[src/rtl/cpu_block_xfer_pkg.sv]
// Shared op codes, FSM states and op helpers for the
// register<->memory block-move engine.
package cpu_block_xfer_pkg;

    localparam logic [1:0] XFER_ST_MEM = 2'd0;
    localparam logic [1:0] XFER_LD_MEM = 2'd1;
    localparam logic [1:0] XFER_ST_RPL = 2'd2;
    localparam logic [1:0] XFER_LD_RPL = 2'd3;

    typedef enum logic [2:0] {
        S_IDLE,
        S_ST_MEM,
        S_LD_MEM,
        S_ST_RPL,
        S_LD_RPL,
        S_DONE
    } xfer_state_e;

    // RPL ops share op[1]=1, MEM ops op[1]=0
    function automatic logic is_rpl_op(input logic [1:0] op);
        return op[1];
    endfunction

    function automatic xfer_state_e op_state(input logic [1:0] op);
        xfer_state_e s;
        s = S_IDLE;
        unique case (1'b1)
            op == XFER_ST_MEM: s = S_ST_MEM;
            op == XFER_LD_MEM: s = S_LD_MEM;
            op == XFER_ST_RPL: s = S_ST_RPL;
            op == XFER_LD_RPL: s = S_LD_RPL;
            default:           s = S_IDLE;
        endcase
        return s;
    endfunction

endpackage

[src/rtl/cpu_block_xfer_if.sv]
// Job, register-file, RAM and I-writeback signals between the
// CPU (master) and the block-move engine (slave).
interface cpu_block_xfer_if #(
    parameter int DATA_W = 8,
    parameter int NREG   = 16,
    parameter int ADDR_W = 12
);
    localparam int RIDX_W = $clog2(NREG);

    logic              start;
    logic [1:0]        op;
    logic [RIDX_W-1:0] last_reg;
    logic [ADDR_W-1:0] base_addr;
    logic              inc_i;
    logic              busy;
    logic              done;
    logic              error;
    logic [RIDX_W-1:0] reg_idx;
    logic [DATA_W-1:0] reg_rdata;
    logic              reg_we;
    logic [DATA_W-1:0] reg_wdata;
    logic              ram_en;
    logic              ram_wr;
    logic [ADDR_W-1:0] ram_addr;
    logic [DATA_W-1:0] ram_wdata;
    logic [DATA_W-1:0] ram_rdata;
    logic              i_we;
    logic [ADDR_W-1:0] i_new;

    modport master (
        output start, op, last_reg, base_addr, inc_i,
        output reg_rdata, ram_rdata,
        input  busy, done, error, reg_idx, reg_we, reg_wdata,
        input  ram_en, ram_wr, ram_addr, ram_wdata, i_we, i_new
    );

    modport slave (
        input  start, op, last_reg, base_addr, inc_i,
        input  reg_rdata, ram_rdata,
        output busy, done, error, reg_idx, reg_we, reg_wdata,
        output ram_en, ram_wr, ram_addr, ram_wdata, i_we, i_new
    );

endinterface

[src/rtl/cpu_block_xfer_rpl_store.sv]
// RPL flag array: one sync write port, one async read port.
// Deliberately not reset so flags survive a CPU reset.
module cpu_rpl_store #(
    parameter int DATA_W = 8,
    parameter int DEPTH  = 8,
    parameter int IDX_W  = (DEPTH > 1) ? $clog2(DEPTH) : 1
) (
    input  logic              clk,
    input  logic              we_i,
    input  logic [IDX_W-1:0]  waddr_i,
    input  logic [DATA_W-1:0] wdata_i,
    input  logic [IDX_W-1:0]  raddr_i,
    output logic [DATA_W-1:0] rdata_o
);
    logic [DATA_W-1:0] mem_q [DEPTH];

    always_ff @(posedge clk) begin
        if (we_i) mem_q[waddr_i] <= wdata_i;
    end

    assign rdata_o = mem_q[raddr_i];

endmodule

[src/rtl/cpu_block_xfer.sv]
// Block-move engine: V0..Vx to/from RAM at I or the RPL flags,
// with pipelined RAM reads of configurable latency.
module cpu_block_xfer
    import cpu_block_xfer_pkg::*;
#(
    parameter int DATA_W    = 8,
    parameter int NREG      = 16,
    parameter int ADDR_W    = 12,
    parameter int RD_LAT    = 1,
    parameter int RPL_DEPTH = 8
) (
    input logic             clk,
    input logic             res_n,
    cpu_block_xfer_if.slave bus
);
    localparam int RIDX_W = $clog2(NREG);
    localparam int PIDX_W = (RPL_DEPTH > 1) ? $clog2(RPL_DEPTH) : 1;
    localparam int RL_W   = RIDX_W + 1;
    localparam logic [RL_W-1:0]   RPL_LIM = RL_W'(RPL_DEPTH);
    localparam logic [ADDR_W-1:0] A_ONE   = ADDR_W'(1);
    localparam logic [RIDX_W-1:0] R_ONE   = RIDX_W'(1);

    xfer_state_e       state_q;
    logic [RIDX_W-1:0] last_q, cnt_q, reg_idx_q;
    logic [ADDR_W-1:0] base_q, ram_addr_q, i_new_q;
    logic              inc_q, busy_q, done_q, error_q, i_we_q;
    logic              ram_en_q, ram_wr_q, reg_we_q;
    logic              line_v_q [RD_LAT];
    logic [RIDX_W-1:0] line_i_q [RD_LAT];

    logic              wb_v;
    logic [RIDX_W-1:0] wb_idx;
    logic              rpl_we;
    logic [DATA_W-1:0] rpl_rdata;

    assign wb_v   = line_v_q[RD_LAT-1];
    assign wb_idx = line_i_q[RD_LAT-1];
    assign rpl_we = (state_q == S_ST_RPL);

    always_ff @(posedge clk or negedge res_n) begin
        if (!res_n) begin
            state_q    <= S_IDLE;
            last_q     <= '0;
            cnt_q      <= '0;
            reg_idx_q  <= '0;
            base_q     <= '0;
            ram_addr_q <= '0;
            i_new_q    <= '0;
            inc_q      <= 1'b0;
            busy_q     <= 1'b0;
            done_q     <= 1'b0;
            error_q    <= 1'b0;
            i_we_q     <= 1'b0;
            ram_en_q   <= 1'b0;
            ram_wr_q   <= 1'b0;
            reg_we_q   <= 1'b0;
            for (int i = 0; i < RD_LAT; i++) begin
                line_v_q[i] <= 1'b0;
                line_i_q[i] <= '0;
            end
        end else begin
            // read-return line: one slot per cycle of RAM latency
            for (int i = RD_LAT - 1; i > 0; i--) begin
                line_v_q[i] <= line_v_q[i-1];
                line_i_q[i] <= line_i_q[i-1];
            end
            line_v_q[0] <= (state_q == S_LD_MEM) && ram_en_q;
            line_i_q[0] <= cnt_q;

            unique case (state_q)
                S_IDLE: begin
                    if (bus.start) begin
                        last_q     <= bus.last_reg;
                        base_q     <= bus.base_addr;
                        inc_q      <= bus.inc_i && !is_rpl_op(bus.op);
                        busy_q     <= 1'b1;
                        cnt_q      <= '0;
                        reg_idx_q  <= '0;
                        ram_addr_q <= bus.base_addr;
                        if (is_rpl_op(bus.op) &&
                            {1'b0, bus.last_reg} >= RPL_LIM) begin
                            state_q <= S_DONE;
                            done_q  <= 1'b1;
                            error_q <= 1'b1;
                        end else begin
                            state_q  <= op_state(bus.op);
                            ram_en_q <= !is_rpl_op(bus.op);
                            ram_wr_q <= (bus.op == XFER_ST_MEM);
                            reg_we_q <= (bus.op == XFER_LD_RPL);
                        end
                    end
                end
                S_ST_MEM, S_ST_RPL, S_LD_RPL: begin
                    if (cnt_q == last_q) begin
                        state_q  <= S_DONE;
                        done_q   <= 1'b1;
                        i_we_q   <= inc_q;
                        i_new_q  <= inc_q ?
                            base_q + ADDR_W'(last_q) + A_ONE : '0;
                        ram_en_q <= 1'b0;
                        ram_wr_q <= 1'b0;
                        reg_we_q <= 1'b0;
                    end else begin
                        cnt_q      <= cnt_q + R_ONE;
                        reg_idx_q  <= cnt_q + R_ONE;
                        ram_addr_q <= ram_addr_q + A_ONE;
                    end
                end
                S_LD_MEM: begin
                    if (ram_en_q) begin
                        if (cnt_q == last_q) begin
                            ram_en_q <= 1'b0;
                        end else begin
                            cnt_q      <= cnt_q + R_ONE;
                            ram_addr_q <= ram_addr_q + A_ONE;
                        end
                    end
                    if (wb_v && wb_idx == last_q) begin
                        state_q  <= S_DONE;
                        done_q   <= 1'b1;
                        i_we_q   <= inc_q;
                        i_new_q  <= inc_q ?
                            base_q + ADDR_W'(last_q) + A_ONE : '0;
                        ram_en_q <= 1'b0;
                    end
                end
                S_DONE: begin
                    state_q    <= S_IDLE;
                    busy_q     <= 1'b0;
                    done_q     <= 1'b0;
                    error_q    <= 1'b0;
                    i_we_q     <= 1'b0;
                    i_new_q    <= '0;
                    reg_idx_q  <= '0;
                    ram_addr_q <= '0;
                end
                default: state_q <= S_IDLE;
            endcase
        end
    end

    cpu_rpl_store #(
        .DATA_W (DATA_W),
        .DEPTH  (RPL_DEPTH),
        .IDX_W  (PIDX_W)
    ) u_rpl (
        .clk     (clk),
        .we_i    (rpl_we),
        .waddr_i (reg_idx_q[PIDX_W-1:0]),
        .wdata_i (bus.reg_rdata),
        .raddr_i (reg_idx_q[PIDX_W-1:0]),
        .rdata_o (rpl_rdata)
    );

    assign bus.busy      = busy_q;
    assign bus.done      = done_q;
    assign bus.error     = error_q;
    assign bus.i_we      = i_we_q;
    assign bus.i_new     = i_new_q;
    assign bus.ram_en    = ram_en_q;
    assign bus.ram_wr    = ram_wr_q;
    assign bus.ram_addr  = ram_addr_q;
    assign bus.ram_wdata = (ram_en_q && ram_wr_q) ? bus.reg_rdata : '0;
    assign bus.reg_idx   = wb_v ? wb_idx : reg_idx_q;
    assign bus.reg_we    = wb_v | reg_we_q;
    assign bus.reg_wdata = wb_v     ? bus.ram_rdata :
                           reg_we_q ? rpl_rdata     : '0;

endmodule

[src/flat_wrapper.sv]
// flat-port wrapper written by rule: the top's interface ports become plain ports
module cpu_block_xfer_flat import cpu_block_xfer_pkg::*;
#(
    parameter int DATA_W    = 8,
    parameter int NREG      = 16,
    parameter int ADDR_W    = 12,
    parameter int RD_LAT    = 1,
    parameter int RPL_DEPTH = 8
)
  (clk, res_n, bus_start, bus_op, bus_last_reg, bus_base_addr, bus_inc_i, bus_reg_rdata, bus_ram_rdata, bus_busy, bus_done, bus_error, bus_reg_idx, bus_reg_we, bus_reg_wdata, bus_ram_en, bus_ram_wr, bus_ram_addr, bus_ram_wdata, bus_i_we, bus_i_new);
  cpu_block_xfer_if #(.DATA_W(DATA_W), .NREG(NREG), .ADDR_W(ADDR_W)) bus_i ();
  input logic clk;
  input logic res_n;
  input wire logic [$bits(bus_i.start)-1:0] bus_start;
  input wire logic [$bits(bus_i.op)-1:0] bus_op;
  input wire logic [$bits(bus_i.last_reg)-1:0] bus_last_reg;
  input wire logic [$bits(bus_i.base_addr)-1:0] bus_base_addr;
  input wire logic [$bits(bus_i.inc_i)-1:0] bus_inc_i;
  input wire logic [$bits(bus_i.reg_rdata)-1:0] bus_reg_rdata;
  input wire logic [$bits(bus_i.ram_rdata)-1:0] bus_ram_rdata;
  output wire logic [$bits(bus_i.busy)-1:0] bus_busy;
  output wire logic [$bits(bus_i.done)-1:0] bus_done;
  output wire logic [$bits(bus_i.error)-1:0] bus_error;
  output wire logic [$bits(bus_i.reg_idx)-1:0] bus_reg_idx;
  output wire logic [$bits(bus_i.reg_we)-1:0] bus_reg_we;
  output wire logic [$bits(bus_i.reg_wdata)-1:0] bus_reg_wdata;
  output wire logic [$bits(bus_i.ram_en)-1:0] bus_ram_en;
  output wire logic [$bits(bus_i.ram_wr)-1:0] bus_ram_wr;
  output wire logic [$bits(bus_i.ram_addr)-1:0] bus_ram_addr;
  output wire logic [$bits(bus_i.ram_wdata)-1:0] bus_ram_wdata;
  output wire logic [$bits(bus_i.i_we)-1:0] bus_i_we;
  output wire logic [$bits(bus_i.i_new)-1:0] bus_i_new;
  assign bus_i.start = bus_start;
  assign bus_i.op = bus_op;
  assign bus_i.last_reg = bus_last_reg;
  assign bus_i.base_addr = bus_base_addr;
  assign bus_i.inc_i = bus_inc_i;
  assign bus_i.reg_rdata = bus_reg_rdata;
  assign bus_i.ram_rdata = bus_ram_rdata;
  assign bus_busy = bus_i.busy;
  assign bus_done = bus_i.done;
  assign bus_error = bus_i.error;
  assign bus_reg_idx = bus_i.reg_idx;
  assign bus_reg_we = bus_i.reg_we;
  assign bus_reg_wdata = bus_i.reg_wdata;
  assign bus_ram_en = bus_i.ram_en;
  assign bus_ram_wr = bus_i.ram_wr;
  assign bus_ram_addr = bus_i.ram_addr;
  assign bus_ram_wdata = bus_i.ram_wdata;
  assign bus_i_we = bus_i.i_we;
  assign bus_i_new = bus_i.i_new;
  cpu_block_xfer #(.DATA_W(DATA_W), .NREG(NREG), .ADDR_W(ADDR_W), .RD_LAT(RD_LAT), .RPL_DEPTH(RPL_DEPTH)) u_core (.clk(clk), .res_n(res_n), .bus(bus_i));
endmodule
[config.mk]
export PLATFORM = sky130hd
export DESIGN_NAME = cpu_block_xfer_flat
export DESIGN_NICKNAME = d
export VERILOG_FILES = /design/src/rtl/cpu_block_xfer_pkg.sv /design/src/rtl/cpu_block_xfer_if.sv /design/src/rtl/cpu_block_xfer_rpl_store.sv /design/src/rtl/cpu_block_xfer.sv /design/src/flat_wrapper.sv
export SDC_FILE = /design/constraint.sdc
export NUM_CORES = 1
export LEC_CHECK = 0
export BUFFER_PORTS_ARGS = -buffer_cell sky130_fd_sc_hd__buf_2
export CORE_UTILIZATION = 50
export DETAILED_ROUTE_END_ITERATION = 6
export PLACE_DENSITY = 0.74
export SKIP_CTS_REPAIR_TIMING = 1
export SLEW_MARGIN = 5
export SYNTH_ARGS = -nofsm -noshare
export SYNTH_HDL_FRONTEND = slang
export SYNTH_SLANG_ARGS = --single-unit
[constraint.sdc]
create_clock -name clk -period 7.8 [get_ports clk]
set_input_delay 0.78 -clock clk [delete_from_list [all_inputs] [get_ports clk]]
set_output_delay 0.78 -clock clk [all_outputs]
set_load 0.005 [all_outputs]
==> impl_metrics.yaml <==
critical_path:
  crit_fanout: 19
  end_kind: "output port"
  worstPathRequired_ns: 7.02
  crit_chain: "buf_4 > mux2_2 > a22oi_1 > nor2_1 > a221o_1 > a22o_1 > buf_2"
  cp_slowest_cell: "dfrtp_1"
  r2r-start: "u_core.state_q[1]$_DFFE_PN0P_"
  critPathMaxStageDelay_ns: 0.68
  arrival_ns: 2.65
  crit_path_start_kind: "flip-flop"
  crit_path_start: "u_core.reg_idx_q[0]$_DFFE_PN0P_"
  path_class: "reg2out"
floorplanning:
  ios: 89
  start_util: 0.522
  fp.dieH_um: 112
  fp.dieW_um: 112
  rows: 39
  dieArea_um2: 12600
  core_um2: 11700
logic_synthesis:
  synth-edff-count: 64
  yosys_most_used_dff: "edfxtp_1"
  syn_area_per_cell_um2: 11.9
  ys_ff_latch: 128
  ys_async_sr_fraction: 0.500
  ys_seq_area_frac: 0.578
  ys_types: 67
  syn_area_um2: 6090
  synthCells: 512
  yosys_warnings: 0
  syn_nets: 560
timing:
  tightest_slew_ns: 1.19
  setup_viol: 0
  fin_worst_skew_ns: 0.00894
  fmax_mhz: 292
  fin_crit_sh: 0.440
  setup_tns_ns: 0
  drv_slew: 0
  rsz0062_at_grt: "no"
  timing.final.hold_violations: 0
  holdWs_ns: 0.462
  layout_min_cycle_time_ns: 3.43
  maxSlewHeadroom: 0.195
clock_network:
  root_buffer: "clkbuf_16"
  numCtsBuffers: 17
  htree_levels: 4
  cts_tree: "done"
  clk_path_buf_depth: 2
  clkTransAtPathRegs_ns: 0.06
  clk_latency_ns: 0.42
  clock-sinks: 128
detailed_routing:
  drc_errors: 0
  routedWlPerCell_um: 18.9
  drtIter0Drc: 357
  viasPerCell: 6.08
  first_pass_iters: 4
  postRouteWirelength_um: 14300
  via_count: 4590
  drtAntennaViolNets: 0
min_path:
  worstHoldStart: "u_core.cnt_q[3]$_DFFE_PN0P_"
  min_path_type: "reg2reg"
placement:
  place.gp.congestion: 0.849
  io_buffers: 88
  place_inst: 723
  place_hpwl_um: 9710
layout:
  final-seq-area_um2: 3520
  final_cells: 755
  finalNetCount: 647
  n_fill_cell: 902
  finalCoreUtilization: 0.625
  diodes: 0
  multi_input_area_um2: 2400
  area_delta_synth_final_pct: 19.6
  drive_above_1_share: 0.286
grt:
  grt_pass1_vias: 4237
  grt_max_degree: 65
  grt_pass1_wl_um: 22400
  grt-ovfl-total: 0
  grt_use_total: 0.237
  antenna_found_initial: 0
flow_run:
  drv_cap: 0
pwr:
  p_per_area_nw_per_um2: 401
  leakagePower_nw: 3.11
  ir_drop_uv: 252
status:
  status: "finished clean"
[worst paths after layout]
check | depth (start not counted) | endpoint | slack [ns]
min in group asynchronous | 2 | u_core.bus.ram_addr[11]$_DFFE_PN0P_ | 0.53
max | 7 | bus_reg_wdata[4] | 4.37
min reg2reg | 0 | u_core.line_i_q[3]$_DFF_PN0_ | 0.46
max in group asynchronous | 2 | u_core.bus.i_new[7]$_DFFE_PN0P_ | 6.75
min | 0 | u_core.line_i_q[3]$_DFF_PN0_ | 0.46
max reg2reg | 5 | u_core.bus.i_new[7]$_DFFE_PN0P_ | 5.09
[area by class of cell]
type | count | area share
Multi-Input combinational cell | 340 | 0.329
Inverter | 19 | 0.00978
Clock inverter | 7 | 0.0124
Tap cell | 143 | 0.0245
Clock buffer | 25 | 0.0754
Sequential cell | 128 | 0.483
Timing Repair Buffer | 93 | 0.0656
[critical path, delay by kind of cell, from the launching register on]
kind                   cells  cell delay [ns]
DFF                        1             0.68
AOI/OAI and AO/OA          3             0.66
buffers and inverters      2             0.46
and+or+nand+nor            1             0.06
muxes                      1             0.36
[cell usage in the layout (no fill, tap or decap), drive strengths merged, types with 5 or more instances in the layout]
cell / count
and3: 14
dfrtp: 64
inv: 20
mux2i: 10
nor2: 36
a31oi: 10
mux2: 30
a21oi: 17
a221oi: 6
nand3: 13
o21ai: 42
xnor2: 6
clkbuf: 25
nor4: 5
ha: 9
edfxtp: 64
a22o: 14
nand2: 35
buf: 93
nor2b: 9
nand2b: 5
xor2: 9
[through the flow]
stage	cell area, µm²	setup slack [ns]	total power, mW
floorplan	6090	5.23	1.79
global placement	6650	4.88	2.04
detailed placement	6650	4.82	2.08
CTS	7290	4.36	2.92
global route	7290	4.21	3.09
finish	7290	4.37	2.92
[cells by family (layout without fill, tap and decap cells)]
| logic type | count (synthesis) | after routing | share of synthesized area |
|---|---|---|---|
| AOI/OAI and AO/OA | 135 | 135 | 0.153 |
| adders and majority gates | 10 | 10 | 0.0218 |
| muxes | 42 | 42 | 0.0823 |
| DFF | 128 | 128 | 0.578 |
| and+or+nand+nor | 138 | 138 | 0.115 |
| buffers and inverters | 44 | 144 | 0.0290 |
| xor gates and xnor gates | 15 | 15 | 0.0216 |
[cell usage after synthesis (3+ instances only)]
| library cell | n | area, µm² |
|---|---|---|
| or2_2 | 4 | 25.0 |
| nor2b_1 | 9 | 56.3 |
| nor2_1 | 35 | 131 |
| edfxtp_1 | 64 | 1920 |
| nand3_1 | 13 | 65.1 |
| a22o_1 | 8 | 70.1 |
| a22oi_1 | 3 | 22.5 |
| a31oi_1 | 10 | 62.6 |
| o31ai_1 | 3 | 22.5 |
| o21ai_0 | 41 | 205 |
| nand2b_1 | 5 | 31.3 |
| buf_2 | 3 | 15.0 |
| a21oi_1 | 17 | 85.1 |
| mux2i_1 | 10 | 100 |
| or3_1 | 3 | 18.8 |
| o221ai_1 | 3 | 26.3 |
| a211oi_1 | 3 | 22.5 |
| clkbuf_1 | 18 | 67.6 |
| inv_1 | 19 | 71.3 |
| buf_1 | 3 | 11.3 |
| a32oi_1 | 4 | 35.0 |
| and3_1 | 14 | 87.6 |
| a22o_2 | 6 | 60.1 |
| nor4_1 | 4 | 25.0 |
| mux2_4 | 5 | 75.1 |
| a221oi_1 | 6 | 52.6 |
| xor2_1 | 9 | 78.8 |
| dfrtp_1 | 64 | 1600 |
| mux2_2 | 25 | 282 |
| o21a_1 | 3 | 22.5 |
| nand2_1 | 35 | 131 |
| ha_1 | 9 | 113 |
| xnor2_1 | 6 | 52.6 |
| nor3_1 | 3 | 15.0 |
[routing by layer]
metal,GRT usage,wire (µm),part of all wire,up-vias
li1,-,-,-,2114
met1,0.328,6390,0.45,2293
met2,0.369,6840,0.48,169
met3,0.0513,870,0.061,14
met4,0.0942,184,0.013,0
met5,0,0,0,-
[registers in the layout, indices dropped and copies added, names as in the netlist, 3 cells and up]
name / flops
u_core.state_q: 3
u_core.bus.i_new: 12
u_core.base_q: 12
u_core.bus.ram_addr: 12
u_core.reg_idx_q: 4
u_core.cnt_q: 4
u_core.last_q: 4
u_core.line_i_q: 4
u_core.u_rpl.mem_q: 64
[report_power, final]
group / leakage, nW / switching, mW / total (mW) / internal (mW)
clock network: 0.319 / 0.282 / 0.834 / 0.552
registers: 1.40 / 0.194 / 1.05 / 0.851
logic: 1.39 / 0.570 / 1.04 / 0.473
(Power assumes the default switching activity.)
